<file path="src/rtl/irq_ctrl_pkg.sv">
// Shared constants for the interrupt/exception controller: cause encoding,
// exception codes, controller states and SR-bus register offsets.
package irq_ctrl_pkg;

  // Exception codes placed in the low nibble of the cause register
  localparam logic [3:0] IRQC_EXC_SYS  = 4'd0;
  localparam logic [3:0] IRQC_EXC_TRAP = 4'd1;
  localparam logic [3:0] IRQC_EXC_MEM  = 4'd2;

  // Register offsets from the SR-bus base address
  localparam logic [1:0] IRQC_SR_PEND  = 2'd0;
  localparam logic [1:0] IRQC_SR_MASK  = 2'd1;
  localparam logic [1:0] IRQC_SR_CAUSE = 2'd2;
  localparam logic [1:0] IRQC_SR_STATE = 2'd3;

  // Controller state; SERVICE means a handler is running
  typedef enum logic {
    IRQC_ST_IDLE    = 1'b0,
    IRQC_ST_SERVICE = 1'b1
  } irqc_state_t;

  // The exception flag is the MSB of the cause register for any data width
  function automatic int irqc_cause_exc_bit(input int rw);
    return rw - 1;
  endfunction

endpackage

</file>
<file path="src/rtl/irq_ctrl_sync.sv">
// Per-line synchroniser for asynchronous irq inputs followed by a rising-edge
// detector on the synchronised value. STAGES=0 passes the lines straight through.
module irq_sync #(
  parameter int N      = 8,
  parameter int STAGES = 2
) (
  input  logic         clk,
  input  logic         srst,
  input  logic [N-1:0] irq,
  output logic [N-1:0] s,
  output logic [N-1:0] rise
);

  logic [N-1:0] prev_reg;

  generate
    if (STAGES == 0) begin : g_nosync
      assign s = irq;
    end else begin : g_sync
      logic [N-1:0] stage_reg [STAGES];

      // Shift the raw lines through STAGES flops
      always_ff @(posedge clk) begin
        if (srst) begin
          for (int i = 0; i < STAGES; i++) stage_reg[i] <= '0;
        end else begin
          stage_reg[0] <= irq;
          for (int i = 1; i < STAGES; i++) stage_reg[i] <= stage_reg[i-1];
        end
      end

      assign s = stage_reg[STAGES-1];
    end
  endgenerate

  // Remember the previous synchronised value for edge detection
  always_ff @(posedge clk) begin
    if (srst) prev_reg <= '0;
    else      prev_reg <= s;
  end

  assign rise = s & ~prev_reg;

endmodule

</file>
<file path="src/rtl/irq_ctrl.sv">
// Interrupt/exception controller for the execute stage. Latches external lines
// as pending, masks and prioritises them against the core exceptions, raises
// one request, and exposes pend/mask/cause/state on the SR bus.
module irq_ctrl
  import irq_ctrl_pkg::*;
#(
  parameter int              RW          = 16,
  parameter int              N_IRQ       = 8,
  parameter int              SYNC_STAGES = 2,
  parameter logic [N_IRQ-1:0] EDGE_MASK  = '0,
  parameter logic [RW-1:0]   SR_BASE     = 'h200
) (
  input  logic             i_clk,
  input  logic             i_rst,
  input  logic [N_IRQ-1:0] i_irq,
  input  logic             i_irq_en,
  input  logic             i_exc_sys,
  input  logic             i_exc_trap,
  input  logic             i_exc_mem,
  input  logic             i_take,
  input  logic             i_irt,
  output logic             o_irq,
  output logic [RW-1:0]    o_cause,
  input  logic [RW-1:0]    sr_bus_addr,
  input  logic [RW-1:0]    sr_bus_data_i,
  input  logic             sr_bus_we,
  output logic [RW-1:0]    sr_bus_data_o
);

  localparam int IW            = (N_IRQ > 1) ? $clog2(N_IRQ) : 1;
  localparam int CAUSE_EXC_BIT = irqc_cause_exc_bit(RW);

  irqc_state_t      state_reg, state_next;
  logic [N_IRQ-1:0] irq_s, irq_rise, pend_reg, pend_next, mask_reg, masked;
  logic [RW-1:0]    cause_reg, cause_next, sr_off;
  logic             sr_hit, wr_pend, wr_mask, wr_state;
  logic             exc_any, line_req, take_line;
  logic [3:0]       exc_code;
  logic [IW-1:0]    win_idx;
  logic             unused_ok;

  irq_sync #(.N(N_IRQ), .STAGES(SYNC_STAGES)) u_sync (
    .clk  (i_clk),
    .srst (i_rst),
    .irq  (i_irq),
    .s    (irq_s),
    .rise (irq_rise)
  );

  // Address decode relative to the base, so an unaligned base still works
  assign sr_off   = sr_bus_addr - SR_BASE;
  assign sr_hit   = (sr_off < RW'(4));
  assign wr_pend  = sr_bus_we && sr_hit && (sr_off[1:0] == IRQC_SR_PEND);
  assign wr_mask  = sr_bus_we && sr_hit && (sr_off[1:0] == IRQC_SR_MASK);
  assign wr_state = sr_bus_we && sr_hit && (sr_off[1:0] == IRQC_SR_STATE);

  assign masked    = pend_reg & mask_reg;
  assign exc_any   = i_exc_mem | i_exc_trap | i_exc_sys;
  assign line_req  = (state_reg == IRQC_ST_IDLE) && i_irq_en && (|masked);
  assign o_irq     = exc_any | line_req;
  assign take_line = i_take && !exc_any && line_req;
  assign o_cause   = cause_reg;

  // Bits that only some configurations consume
  assign unused_ok = &{1'b0, sr_bus_data_i, irq_rise, irq_s};

  // Lowest-numbered masked pending line wins
  always_comb begin
    win_idx = '0;
    for (int k = N_IRQ - 1; k >= 0; k--) begin
      if (masked[k]) win_idx = IW'(k);
    end
  end

  // Exception priority: mem over trap over sys
  always_comb begin
    exc_code = IRQC_EXC_SYS;
    if (i_exc_mem)       exc_code = IRQC_EXC_MEM;
    else if (i_exc_trap) exc_code = IRQC_EXC_TRAP;
  end

  // Pending bits: edge lines set on a rising edge and clear on take or W1C,
  // with a same-cycle edge winning; level lines follow the synchronised input
  generate
    for (genvar gi = 0; gi < N_IRQ; gi++) begin : g_pend
      if (EDGE_MASK[gi]) begin : g_edge
        logic clr;
        assign clr = (take_line && (win_idx == IW'(gi))) || (wr_pend && sr_bus_data_i[gi]);
        assign pend_next[gi] = irq_rise[gi] | (pend_reg[gi] & ~clr);
      end else begin : g_level
        assign pend_next[gi] = irq_s[gi];
      end
    end
  endgenerate

  // Cause latches only when something is actually taken; exceptions beat lines
  always_comb begin
    cause_next = cause_reg;
    if (i_take && exc_any) begin
      cause_next                = '0;
      cause_next[CAUSE_EXC_BIT] = 1'b1;
      cause_next[3:0]           = exc_code;
    end else if (take_line) begin
      cause_next = RW'(win_idx);
    end
  end

  // Take has priority over return and over a software write forcing IDLE
  always_comb begin
    state_next = state_reg;
    if (i_take)                              state_next = IRQC_ST_SERVICE;
    else if (i_irt)                          state_next = IRQC_ST_IDLE;
    else if (wr_state && !sr_bus_data_i[0])  state_next = IRQC_ST_IDLE;
  end

  // SR-bus read mux, zero outside the four-register window
  always_comb begin
    sr_bus_data_o = '0;
    if (sr_hit) begin
      case (sr_off[1:0])
        IRQC_SR_PEND:  sr_bus_data_o = RW'(pend_reg);
        IRQC_SR_MASK:  sr_bus_data_o = RW'(mask_reg);
        IRQC_SR_CAUSE: sr_bus_data_o = cause_reg;
        default:       sr_bus_data_o = RW'(state_reg == IRQC_ST_SERVICE);
      endcase
    end
  end

  // Controller registers
  always_ff @(posedge i_clk) begin
    if (i_rst) begin
      state_reg <= IRQC_ST_IDLE;
      pend_reg  <= '0;
      mask_reg  <= '0;
      cause_reg <= '0;
    end else begin
      state_reg <= state_next;
      pend_reg  <= pend_next;
      cause_reg <= cause_next;
      if (wr_mask) mask_reg <= sr_bus_data_i[N_IRQ-1:0];
    end
  end

endmodule

</file>
<file path="config.mk">
export PLATFORM = sky130hd
export DESIGN_NAME = irq_ctrl
export DESIGN_NICKNAME = d
export VERILOG_FILES = /design/src/rtl/irq_ctrl_pkg.sv /design/src/rtl/irq_ctrl_sync.sv /design/src/rtl/irq_ctrl.sv
export SDC_FILE = /design/constraint.sdc
export NUM_CORES = 1
export LEC_CHECK = 0
export ABC_CLOCK_PERIOD_IN_PS = 2600
export CAP_MARGIN = 20
export CELL_PAD_IN_SITES_DETAIL_PLACEMENT = 1
export CELL_PAD_IN_SITES_GLOBAL_PLACEMENT = 2
export CORE_AREA = 8 8 97 99
export CTS_CLUSTER_DIAMETER = 50
export DETAILED_ROUTE_END_ITERATION = 8
export DIE_AREA = 0 0 105 107
export PLACE_DENSITY_LB_ADDON = 0.15
export SLEW_MARGIN = 10
export SYNTH_ARGS = -nofsm -noshare
export SYNTH_HDL_FRONTEND = slang
export SYNTH_SLANG_ARGS = --single-unit
</file>
<file path="constraint.sdc">
create_clock -name i_clk -period 2.6 [get_ports i_clk]
set_input_delay 0.39 -clock i_clk [delete_from_list [all_inputs] [get_ports i_clk]]
set_output_delay 0.39 -clock i_clk [all_outputs]
set_load 0.02 [all_outputs]
</file>
Yosys cells after proc, flatten, opt, wreduce, memory -nomap -nowiden
Memories as Yosys holds them, arrays and structs flattened. A register that Yosys moved wholly into a read port is not among the register bits.
Cells that the tools add are included.
- RAM bits: 16
- bits in registers: 14
- output and inout bits: 33
- memories: 1
- word-level logic and storage cells: 53
- bits of input ports: 49
- memory list (memory ; depth ; bits a word ; read ports ; clocked after memory_dff ; wr ports ; RTL line ; text):
    u_sync.g_sync.stage_reg ; 2 ; 8 ; 2 ; 1 ; 2 ; irq_ctrl_sync.sv:20 ; logic [N-1:0] stage_reg [STAGES];
- multiplexer cells: 22
- $add $sub $neg: 1
- bitwise gates (word level): 7
- equality and inequality tests: 3
- reduce and logical (&&, ||, !) cells: 15
- order comparisons: 1
- operators by type and width (kind ; count):
    $mux 16 ; 3
    $pmux 16 s3 ; 1
    $mux 3 ; 8
    $lt 16x3->1 const B ; 1
    $mux 8 ; 2
    $sub 16x10->16 const B ; 1
    $logic_and 1x1->1 ; 9
    $and 8x8->8 ; 1
    $reduce_or 8->1 ; 1
    $mux 1 ; 7
    $or 1x1->1 ; 5
    $eq 2x2->1 const B ; 2
    $reduce_bool 3->1 ; 1
    $eq 2x1->1 const B ; 1
    $logic_not 1->1 ; 2
    $logic_not 2->1 ; 1
    $mux 2 ; 1
    $reduce_bool 2->1 ; 1
    $not 1->1 ; 1

Logic depth before layout (Yosys ltp)
Gate-level depths: netlist of run 1.
- word-level depth: 11
- depth in mapped cells: 8
- mapped depth without buffers: 7

Hierarchy
A second synthesis of run 1 with hierarchy kept.
- cells, all modules: 214
- area total of the unflattened synthesis: 2075.7 sq um
- by module, submodules not included (module ; area each (sq um) ; cells an instance ; times used ; seq. area each (sq um)):
    irq_ctrl ; 1272.5 ; 148 ; 1 ; 420.4
    irq_sync ; 803.3 ; 66 ; 1 ; 480.5

Worst setup path after synthesis of run 1
Ideal clock, no wire load.
- path type: input to output
- start point: input port sr_bus_addr[9]
- end point: output port sr_bus_data_o[3]
- setup slack: 0.034 ns
- required time: 2.210 ns
- arrival: 2.176 ns
- stages: 8
- buffers on the path: 1
- cell sequence: inv_1 > ha_1 > xor2_1 > or4_4 > or3_1 > clkbuf_1 > nand2b_1 > nor2_1
- longest elaborated chain between the ends: 3
- RTL lines (item ; RTL line ; text):
    from (decl) ; irq_ctrl.sv:24 ; input logic [RW-1:0] sr_bus_addr,
    $sub 16x10->16 ; irq_ctrl.sv:51 ; assign sr_off = sr_bus_addr - SR_BASE;
    $lt 16x3->1 ; irq_ctrl.sv:52 ; assign sr_hit = (sr_off < RW'(4));
    $mux 16 ; irq_ctrl.sv:119 ; if (sr_hit) begin
    to (decl) ; irq_ctrl.sv:27 ; output logic [RW-1:0] sr_bus_data_o
Every way passes these cells.

Worst setup path after layout of run 1
- start point: input port sr_bus_addr[4]
- end point: output port sr_bus_data_o[6]
Same word-level chain as after synthesis.

==> results of run 1 <==
-- cells by family after synthesis --
family / after synthesis / synth area share [%]
adders and majority gates: 1 / 0.736
muxes: 18 / 11.3
AOI/OAI and AO/OA: 21 / 8.83
buffers and inverters: 31 / 11.0
DFF: 37 / 43.6
and+or+nand+nor: 72 / 23.8
other: 1 / 0.221
xor gates and xnor gates: 1 / 0.515
-- layout by cell type, fill, tap and decap left out, types with 2 or more instances in the layout --
cell / instances
mux2i_1: 17
nor2b_1: 26
nand3_1: 2
conb_1: 19
a22oi_2: 3
nor2_2: 6
nor4b_1: 2
buf_6: 3
nand2_1: 8
nor2_1: 15
a21oi_1: 6
inv_1: 5
clkbuf_8: 5
a22oi_1: 2
buf_4: 17
dfxtp_1: 37
clkdlybuf4s50_1: 42
nand2b_1: 2
-- cell type report --
class                           instances  area [sq um]  area share, %
Timing Repair Buffer                   66           621           24.6
Sequential cell                        37           741           29.3
Multi-Input combinational cell        132           895           35.4
Clock buffer                            5          68.8           2.73
Tap cell                              105           131           5.20
Clock inverter                          3          46.3           1.83
Inverter                                6          22.5          0.892
-- worst max-delay path by stage --
stage	cells after the start	start	slack (ns)	endpoint
3_3_place_gp	9	sr_bus_addr[9]	-0.87	sr_bus_data_o[7]
5_1_grt	6	sr_bus_addr[4]	0.005	sr_bus_data_o[6]
4_1_cts	9	sr_bus_addr[10]	0.001	sr_bus_data_o[5]
6_report	6	sr_bus_addr[4]	0.05	sr_bus_data_o[6]
2_1_floorplan	8	sr_bus_addr[9]	0.03	sr_bus_data_o[3]
3_5_place_dp	9	sr_bus_addr[9]	-0.91	sr_bus_data_o[4]
-- critical path, delay by kind of cell --
family        cells  cell delay [ns]
simple gates      4             1.23
buf+inv           2             0.54
-- per-layer routing --
metal  up-vias  routed length (microns)  share of wire [%]
met2        40                     2290                 48
met4         0                       29               0.61
met3         2                      213                4.5
met1       634                     2200                 46
met5         -                        0                  0
li1        708                        -                  -
-- repair_timing --
item                                    CTS  global route
endpoints found under the setup margin    9            10
pin swaps                                 8             4
buffers inserted                          1             0
gates resized for setup                  58            13
-- metrics by stage --
stage | cell area (sq um) | cells | TNS, ns | utilization (%)
2_1_floorplan | 1770 | 200 | 0 | -
3_3_place_gp | 2370 | 345 | -8.08 | 29.9
3_5_place_dp | 2370 | 345 | -8.44 | 29.9
4_1_cts | 2490 | 354 | 0 | 31.4
5_1_grt | 2520 | 354 | 0 | 31.8
6_report | 2520 | 354 | 0 | 31.8
-- where the power goes --
group | switching (mW) | internal (mW) | total [mW]
Combinational | 0.0764 | 0.0895 | 0.166
Clock | 0.215 | 0.287 | 0.502
Sequential | 0.00872 | 0.585 | 0.594
Total | 0.300 | 0.962 | 1.26
==> results.sh, run 1 <==
export IMPL_port_buffers=54
export IMPL_path_clk_slew_ns=0.08
export IMPL_top_usage_layer="met2"
export IMPL_criticalPathCategory="primary input to output port"
export IMPL_nNetsFinal=298
export IMPL_total_power_mw=1.26
export IMPL_ff2ff_path_depth=5
export IMPL_routed_wl_microns=4740
export IMPL_use_met1_pct=9.83
export IMPL_r2r_start="mask_reg[0]"
export IMPL_hold_end="pend_reg[2]"
export IMPL_critical_path_cell_chain="clkdlybuf4s50_1 > or4_4 > or3_4 > nand2b_4 > nor2_1 > buf_4"
export IMPL_startpoint_type="primary input"
export IMPL_dp_hpwl_microns=3890
export IMPL_die_area_sq_um=11200
export IMPL_start_util_pct=21.4
export IMPL_vias=1384
export IMPL_grt_use_met3_pct=2.82
export IMPL_fin_crit_ns=2.55
export IMPL_drc_errors=0
export IMPL_grt_use_met2_pct=14.3
export IMPL_synth_most_common_cell="dfxtp_1"
export IMPL_power_leakage_nw=0.984
export IMPL_critPathSlowestCell="or4_4"
export IMPL_setup_viol=0
export IMPL_synth_edf_count=0
export IMPL_fillCellCount=924
export IMPL_synth_cell_type_count=36
export IMPL_maxCapViolCount=0
export IMPL_syn_area_sq_um=1700
export IMPL_hold_path_class="register to register"
export IMPL_reg2reg_to="o_cause[1]"
export IMPL_hold_path_depth=1
export IMPL_async_flop_share_pct=0
export IMPL_post_drt_wl_per_cell_microns=13.4
export IMPL_ant_nets=0
export IMPL_drt_iter0_drc=49
export IMPL_cpPeakStageDelay_ns=0.54
export IMPL_cts_root_buffer="clkbuf_8"
export IMPL_yosysTopAreaCellShare_pct=43.6
export IMPL_cts_tree="done"
export IMPL_track_usage_pct=8.41
export IMPL_cp_end_kind="output port"
export IMPL_cts_buffer_depth=2
export IMPL_cts_hold_buf=0
export IMPL_fin_ws_ns=0.0450
export IMPL_synth_area_top_cells="dfxtp_1 (44%), mux2i_1 (10%), nor2b_1 (9.9%)"
export IMPL_hp_start="u_sync.g_sync.stage_reg[1][2]"
export IMPL_grt_pass1_wl_microns=7650
export IMPL_cts_sinks=37
export IMPL_grt_max_degree=16
export IMPL_hold_slack_ns=0.436
export IMPL_num_io_pins=82
export IMPL_skew_ns=0.0101
export IMPL_ctsHtreeMaxLevel=2
export IMPL_area_growth_syn_to_layout_pct=48.5
export IMPL_gp_congestion=0.705
export IMPL_ys_seq_area_share_pct=43.6
export IMPL_antenna_found_initial=0
export IMPL_yosysTopAreaCell="dfxtp_1"
export IMPL_period_share_pct=98.3
export IMPL_clk_latency_ns=0.29
export IMPL_post_place_ws_ns=-0.913
export IMPL_ys_warn_count=0
export IMPL_synth_flop_cell="dfxtp_1"
export IMPL_yosys_top_cells_count="dfxtp_1 (37), nor2b_1 (27), nor2_1 (22)"
export IMPL_die_height_microns=107
export IMPL_numCtsBuffers=5
export IMPL_grt_overflow_total=0
export IMPL_dr_pass1_iters=3
export IMPL_finalMaxSlewViolations=0
export IMPL_r2r_slack_ns=1.09
export IMPL_arrival_ns=2.16
export IMPL_syn_avg_cell_area_sq_um=9.34
export IMPL_fmax_mhz=391
export IMPL_antenna_cells=0
export IMPL_core_region_area_sq_um=7930
export IMPL_rsz0062_at_grt="false"
export IMPL_ys_ff_latch=37
export IMPL_grt_pass1_vias=1491
export IMPL_ir_drop_uv=275
export IMPL_num_rows=33
export IMPL_largest_register_ff_count=16
export IMPL_hold_viol_final=0
export IMPL_crit_fanout=5
export IMPL_powerDensity_nw_per_um2=500
export IMPL_syn_inst=182
export IMPL_status="finished, final reports clean"
export IMPL_via_per_inst=3.91
export IMPL_fp_dieW_microns=105
export IMPL_cp_required_ns=2.21
export IMPL_drive_gt1_share_pct=20.1
No activity file was read; power rests on OpenSTA's default activity.
==> run 2: changes to the inputs <==
- SETUP_SLACK_MARGIN: not set -> 0.4
==> results.sh, run 2 (synthesized netlist as in run 1, its figures left out) <==
export IMPL_final_cell_mix="dfxtp_1 (37), clkdlybuf4s50_1 (34), nor2b_1 (26), conb_1 (19), mux2i_1 (17)"
export IMPL_cp_end_kind="output port"
export IMPL_period_share_pct=96.8
export IMPL_via_per_inst=3.98
export IMPL_p_sw_mw=0.325
export IMPL_ctsHtreeMaxLevel=2
export IMPL_critPathBufInv=4
export IMPL_fillCellCount=926
export IMPL_drc_errors=0
export IMPL_fin_setup_tns_ns=0
export IMPL_hold_path_class="register to register"
export IMPL_gp_congestion=0.709
export IMPL_numCtsBuffers=5
export IMPL_antenna_cells=0
export IMPL_startpoint_type="primary input"
export IMPL_track_usage_pct=8.35
export IMPL_cp_required_ns=2.21
export IMPL_power_leakage_nw=1.06
export IMPL_dp_hpwl_microns=3730
export IMPL_grt_pass1_wl_microns=7490
export IMPL_fmax_mhz=397
export IMPL_fin_crit_ns=2.52
export IMPL_critPathSlowestCell="or4_4"
export IMPL_antenna_found_initial=0
export IMPL_switching_share_pct=27.1
export IMPL_grt_overflow_total=0
export IMPL_p_int_mw=0.873
export IMPL_nNetsFinal=299
export IMPL_area_growth_syn_to_layout_pct=55.7
export IMPL_ir_drop_uv=289
export IMPL_skew_ns=0.00610
export IMPL_routed_wl_microns=4690
export IMPL_path_common_cell="buf_6"
export IMPL_critical_path_cell_chain="buf_6 > buf_6 > inv_12 > ha_4 > xor2_1 > or4_4 > or3_4 > nand2b_4 > nor2_4 > buf_6"
export IMPL_crit_fanout=5
export IMPL_largest_register_ff_count=16
export IMPL_mostFrequentLayoutCell="dfxtp_1"
export IMPL_clk_latency_ns=0.29
export IMPL_grt_max_degree=15
export IMPL_ant_nets=0
export IMPL_finalMaxSlewViolations=0
export IMPL_cpPeakStageDelay_ns=0.42
export IMPL_grt_pass1_vias=1508
export IMPL_drive_gt1_share_pct=23.6
export IMPL_setup_viol=0
export IMPL_powerDensity_nw_per_um2=452
export IMPL_rsz0062_at_grt="true"
export IMPL_num_io_pins=82
export IMPL_crit_family="simple AND/OR/NAND/NOR gates"
export IMPL_post_drt_wl_per_cell_microns=13.2
export IMPL_die_height_microns=107
export IMPL_cts_sinks=37
export IMPL_pwr_share_seq_pct=49.6
export IMPL_core_region_area_sq_um=7930
export IMPL_path_clk_slew_ns=0.09
export IMPL_vias=1414
export IMPL_dr_pass1_iters=4
export IMPL_fp_dieW_microns=105
export IMPL_cts_tree="done"
export IMPL_status="finished, final reports clean"
export IMPL_cts_root_buffer="clkbuf_8"
export IMPL_drt_iter0_drc=35
export IMPL_num_rows=33
export IMPL_final_core_util_pct=33.4
export IMPL_criticalPathCategory="primary input to output port"
export IMPL_pwr_share_clk_pct=35.7
export IMPL_hold_viol_final=0
export IMPL_die_area_sq_um=11200
export IMPL_start_util_pct=21.4
export IMPL_arrival_ns=2.13
export IMPL_cts_buffer_depth=2
export IMPL_combPwrFrac_pct=14.6
export IMPL_maxCapViolCount=0
export IMPL_port_buffers=54
[run 2: cell types whose count changed in the layout (fill, tap and decap cells not counted), moves of 2 or more]
| cell | change |
|---|---|
| nor2_4 | +6 |
| buf_6 | +9 |
| clkdlybuf4s50_1 | -8 |
| nor2_2 | -5 |
| inv_6 | +2 |
| dlymetal6s2s_1 | +7 |
| buf_4 | -7 |
| inv_1 | -2 |
[run 2: layout make-up]
class / count / area [sq um] / area share [%]
inverters: 6 / 40.0 / 1.51
repair buffers: 67 / 677 / 25.6
clock inverters: 3 / 25.0 / 0.945
well taps: 105 / 131 / 4.96
flip-flops and latches: 37 / 741 / 28.0
clock buffers: 5 / 68.8 / 2.60
multi-input cells: 132 / 965 / 36.4
[run 2: routing by layer]
| layer | GRT usage [%] | part of all wire, % | vias to the layer above |
|---|---|---|---|
| li1 | - | - | 713 |
| met1 | 9.93 | 46 | 653 |
| met2 | 13.7 | 47 | 43 |
| met3 | 3.06 | 5.9 | 5 |
| met4 | 2.75 | 0.98 | 0 |
| met5 | 0 | 0 | - |
[run 2: power by group through the flow]
| stage | sequential (mW) | clock [mW] | combinational [mW] |
|---|---|---|---|
| after floorplan | 0.608 | 0 | 0.0968 |
| after global placement | 0.607 | 0 | 0.175 |
| after detailed placement | 0.607 | 0 | 0.175 |
| after CTS | 0.594 | 0.450 | 0.178 |
| after global routing | 0.597 | 0.469 | 0.192 |
| final | 0.594 | 0.428 | 0.175 |
[run 2: what timing repair did]
action	CTS	global route
hold buffers	0	0
endpoints found under the setup margin	19	18
gates resized for setup	72	18
pin swaps	3	9
setup buffers	1	0
[run 2: path summary, 6_finish.rpt]
check | endpoint | depth (start not counted) | startpoint | slack (ns)
worst max-delay path | sr_bus_data_o[6] | 10 | sr_bus_addr[9] | 0.08
worst min register to register | pend_reg[3] | 1 | u_sync.g_sync.stage_reg[1][3] | 0.44
worst max register to register | o_cause[0] | 5 | mask_reg[3] | 1.13
worst min-delay path | pend_reg[3] | 1 | u_sync.g_sync.stage_reg[1][3] | 0.44
[run 2: per-stage QoR]
stage | setup slack, ns | cells | cell area, sq um | power (mW) | hold WS [ns]
after floorplan | 0.308 | 200 | 1840 | 0.705 | 0.414
after global placement | -0.831 | 346 | 2450 | 0.783 | 0.417
after detailed placement | -0.822 | 346 | 2450 | 0.782 | 0.425
after CTS | -0.0192 | 355 | 2590 | 1.22 | 0.445
after global routing | 0.0252 | 355 | 2650 | 1.26 | 0.457
final | 0.0835 | 355 | 2650 | 1.20 | 0.439
==> run 3: changes to the inputs <==
- CORE_AREA: 8 8 97 99 -> 2 2 91 93
- CTS_CLUSTER_SIZE: not set -> 25
- DIE_AREA: 0 0 105 107 -> 0 0 93 95
==> results.sh, run 3 (synthesized netlist as in run 1, its figures left out) <==
export IMPL_status="finished, final reports clean"
export IMPL_ant_nets=0
export IMPL_fin_crit_ns=2.50
export IMPL_hold_viol_final=0
export IMPL_hp_start="u_sync.g_sync.stage_reg[1][1]"
export IMPL_stdcell_area_sq_um=2620
export IMPL_crit_end="sr_bus_data_o[6]"
export IMPL_cts_hold_buf=0
export IMPL_port_buffers=54
export IMPL_reg2reg_to="o_cause[0]"
export IMPL_rsz0062_at_grt="true"
export IMPL_cts_tree="done"
export IMPL_dp_hpwl_microns=3360
export IMPL_fillCellCount=922
export IMPL_post_drt_wl_per_cell_microns=11.9
export IMPL_die_height_microns=95
export IMPL_criticalPathCategory="primary input to output port"
export IMPL_final_cell_mix="dfxtp_1 (37), clkdlybuf4s50_1 (34), nor2b_1 (26), conb_1 (19), mux2i_1 (17)"
export IMPL_nNetsFinal=299
export IMPL_mostFrequentLayoutCell="dfxtp_1"
export IMPL_placed_area_sq_um=2450
export IMPL_area_growth_syn_to_layout_pct=54.2
export IMPL_cp_end_kind="output port"
export IMPL_via_per_inst=3.99
export IMPL_dr_pass1_iters=3
export IMPL_vias=1418
export IMPL_cpPeakStageDelay_ns=0.42
export IMPL_grt_overflow_total=0
export IMPL_antenna_found_initial=0
export IMPL_ff2ff_path_depth=5
export IMPL_r2r_start="mask_reg[3]"
export IMPL_core_region_area_sq_um=7930
export IMPL_total_power_mw=1.16
export IMPL_num_rows=33
export IMPL_setup_viol=0
export IMPL_fmax_mhz=400
export IMPL_multi_input_area_sq_um=946
export IMPL_drt_iter0_drc=22
export IMPL_grt_max_degree=15
export IMPL_final_core_util_pct=33.1
export IMPL_die_area_sq_um=8840
export IMPL_drive_gt1_share_pct=22.0
export IMPL_cts_buffer_depth=2
export IMPL_path_clk_slew_ns=0.08
export IMPL_hold_path_class="register to register"
export IMPL_ir_drop_uv=227
export IMPL_critPathSlowestCell="or4_4"
export IMPL_gp_congestion=0.708
export IMPL_crit_fanout=5
export IMPL_drc_errors=0
export IMPL_slew_headroom_pct=64.5
export IMPL_r2r_slack_ns=1.10
export IMPL_cp_startpoint="sr_bus_addr[9]"
export IMPL_grt_pass1_wl_microns=6680
export IMPL_clk_latency_ns=0.28
export IMPL_seq_area_sq_um=741
export IMPL_ctsHtreeMaxLevel=2
export IMPL_antenna_cells=0
export IMPL_fp_dieW_microns=93
export IMPL_startpoint_type="primary input"
export IMPL_arrival_ns=2.11
export IMPL_numCtsBuffers=5
export IMPL_routed_wl_microns=4230
export IMPL_critical_path_cell_chain="buf_6 > buf_6 > inv_12 > ha_4 > xor2_1 > or4_4 > or3_4 > nand2b_4 > nor2_4 > buf_6"
export IMPL_cts_sinks=37
export IMPL_finalMaxSlewViolations=0
export IMPL_skew_ns=0.00425
export IMPL_period_share_pct=96.1
export IMPL_power_leakage_nw=1.06
export IMPL_powerDensity_nw_per_um2=444
export IMPL_largest_register_ff_count=16
export IMPL_grt_pass1_vias=1392
export IMPL_maxCapViolCount=0
export IMPL_cp_required_ns=2.21
export IMPL_track_usage_pct=9.77
export IMPL_start_util_pct=21.4
export IMPL_tightest_slew_ns=0.530
export IMPL_cts_root_buffer="clkbuf_8"
export IMPL_num_io_pins=82
export IMPL_path_common_cell="buf_6"
[run 3: cell count changes in the layout (fill, tap and decap cells not counted)]
cell and change:
or4_4 -1, clkinv_4 -1, buf_4 +3, buf_6 -3
nor2_4 -2, clkbuf_2 -1, clkinv_2 +1, dlymetal6s2s_1 +1
nor2_1 +2, or4_1 +1
[run 3: worst min path at each step]
stage	endpoint	slack, ns	depth (start not counted)
4_1_cts	pend_reg[1]	0.45	1
2_1_floorplan	pend_reg[0]	0.41	1
3_5_place_dp	pend_reg[1]	0.43	1
6_report	pend_reg[1]	0.44	1
5_1_grt	pend_reg[7]	0.46	1
3_3_place_gp	u_sync.g_sync.stage_reg[1][1]	0.42	1
[run 3: metal layers]
layer / track usage [%] / vias to the layer above / wire (microns)
met5: 0 / - / 0
met4: 2.21 / 0 / 28
met3: 2.87 / 2 / 278
met2: 16.6 / 45 / 2070
met1: 12.3 / 662 / 1850
li1: - / 709 / -
[run 3: power breakdown]
part	switching (mW)	total, mW	internal, mW	leakage (nW)
sequential	0.00860	0.594	0.585	0.303
clock	0.204	0.394	0.190	0.0445
combinational	0.0811	0.176	0.0946	0.712
total	0.294	1.16	0.870	1.06
[run 3: final cells by class]
type,instances,share of cell area (%)
clock inverters,3,0.811
flip-flops and latches,37,28.3
well taps,105,5.01
clock buffers,5,2.63
multi-input cells,132,36.1
inverters,6,1.53
repair buffers,67,25.7
[run 3: per-stage QoR]
step	TNS [ns]	hold WS, ns	std cells	worst slack, ns
3_5_place_dp	-8.16	0.427	346	-0.818
2_1_floorplan	0	0.414	200	0.308
4_1_cts	-0.0237	0.447	354	-0.0120
5_1_grt	0	0.461	355	0.0434
3_3_place_gp	-8.19	0.418	346	-0.804
6_report	0	0.441	355	0.102
[run 3: repair_timing]
| action | 4_1_cts | 5_1_grt |
|---|---|---|
| pin swaps | 5 | 8 |
| endpoints found under the setup margin | 19 | 11 |
| buffers inserted | 0 | 1 |
| gates resized for setup | 67 | 14 |
[run 3: worst max-delay path, delay by kind of cell]
kind | cells | cell delay (ns)
buffers and inverters | 4 | 0.33
XOR/XNOR | 1 | 0.13
AND/OR/NAND/NOR | 4 | 1.12
adder cells (fa/ha/maj) | 1 | 0.14
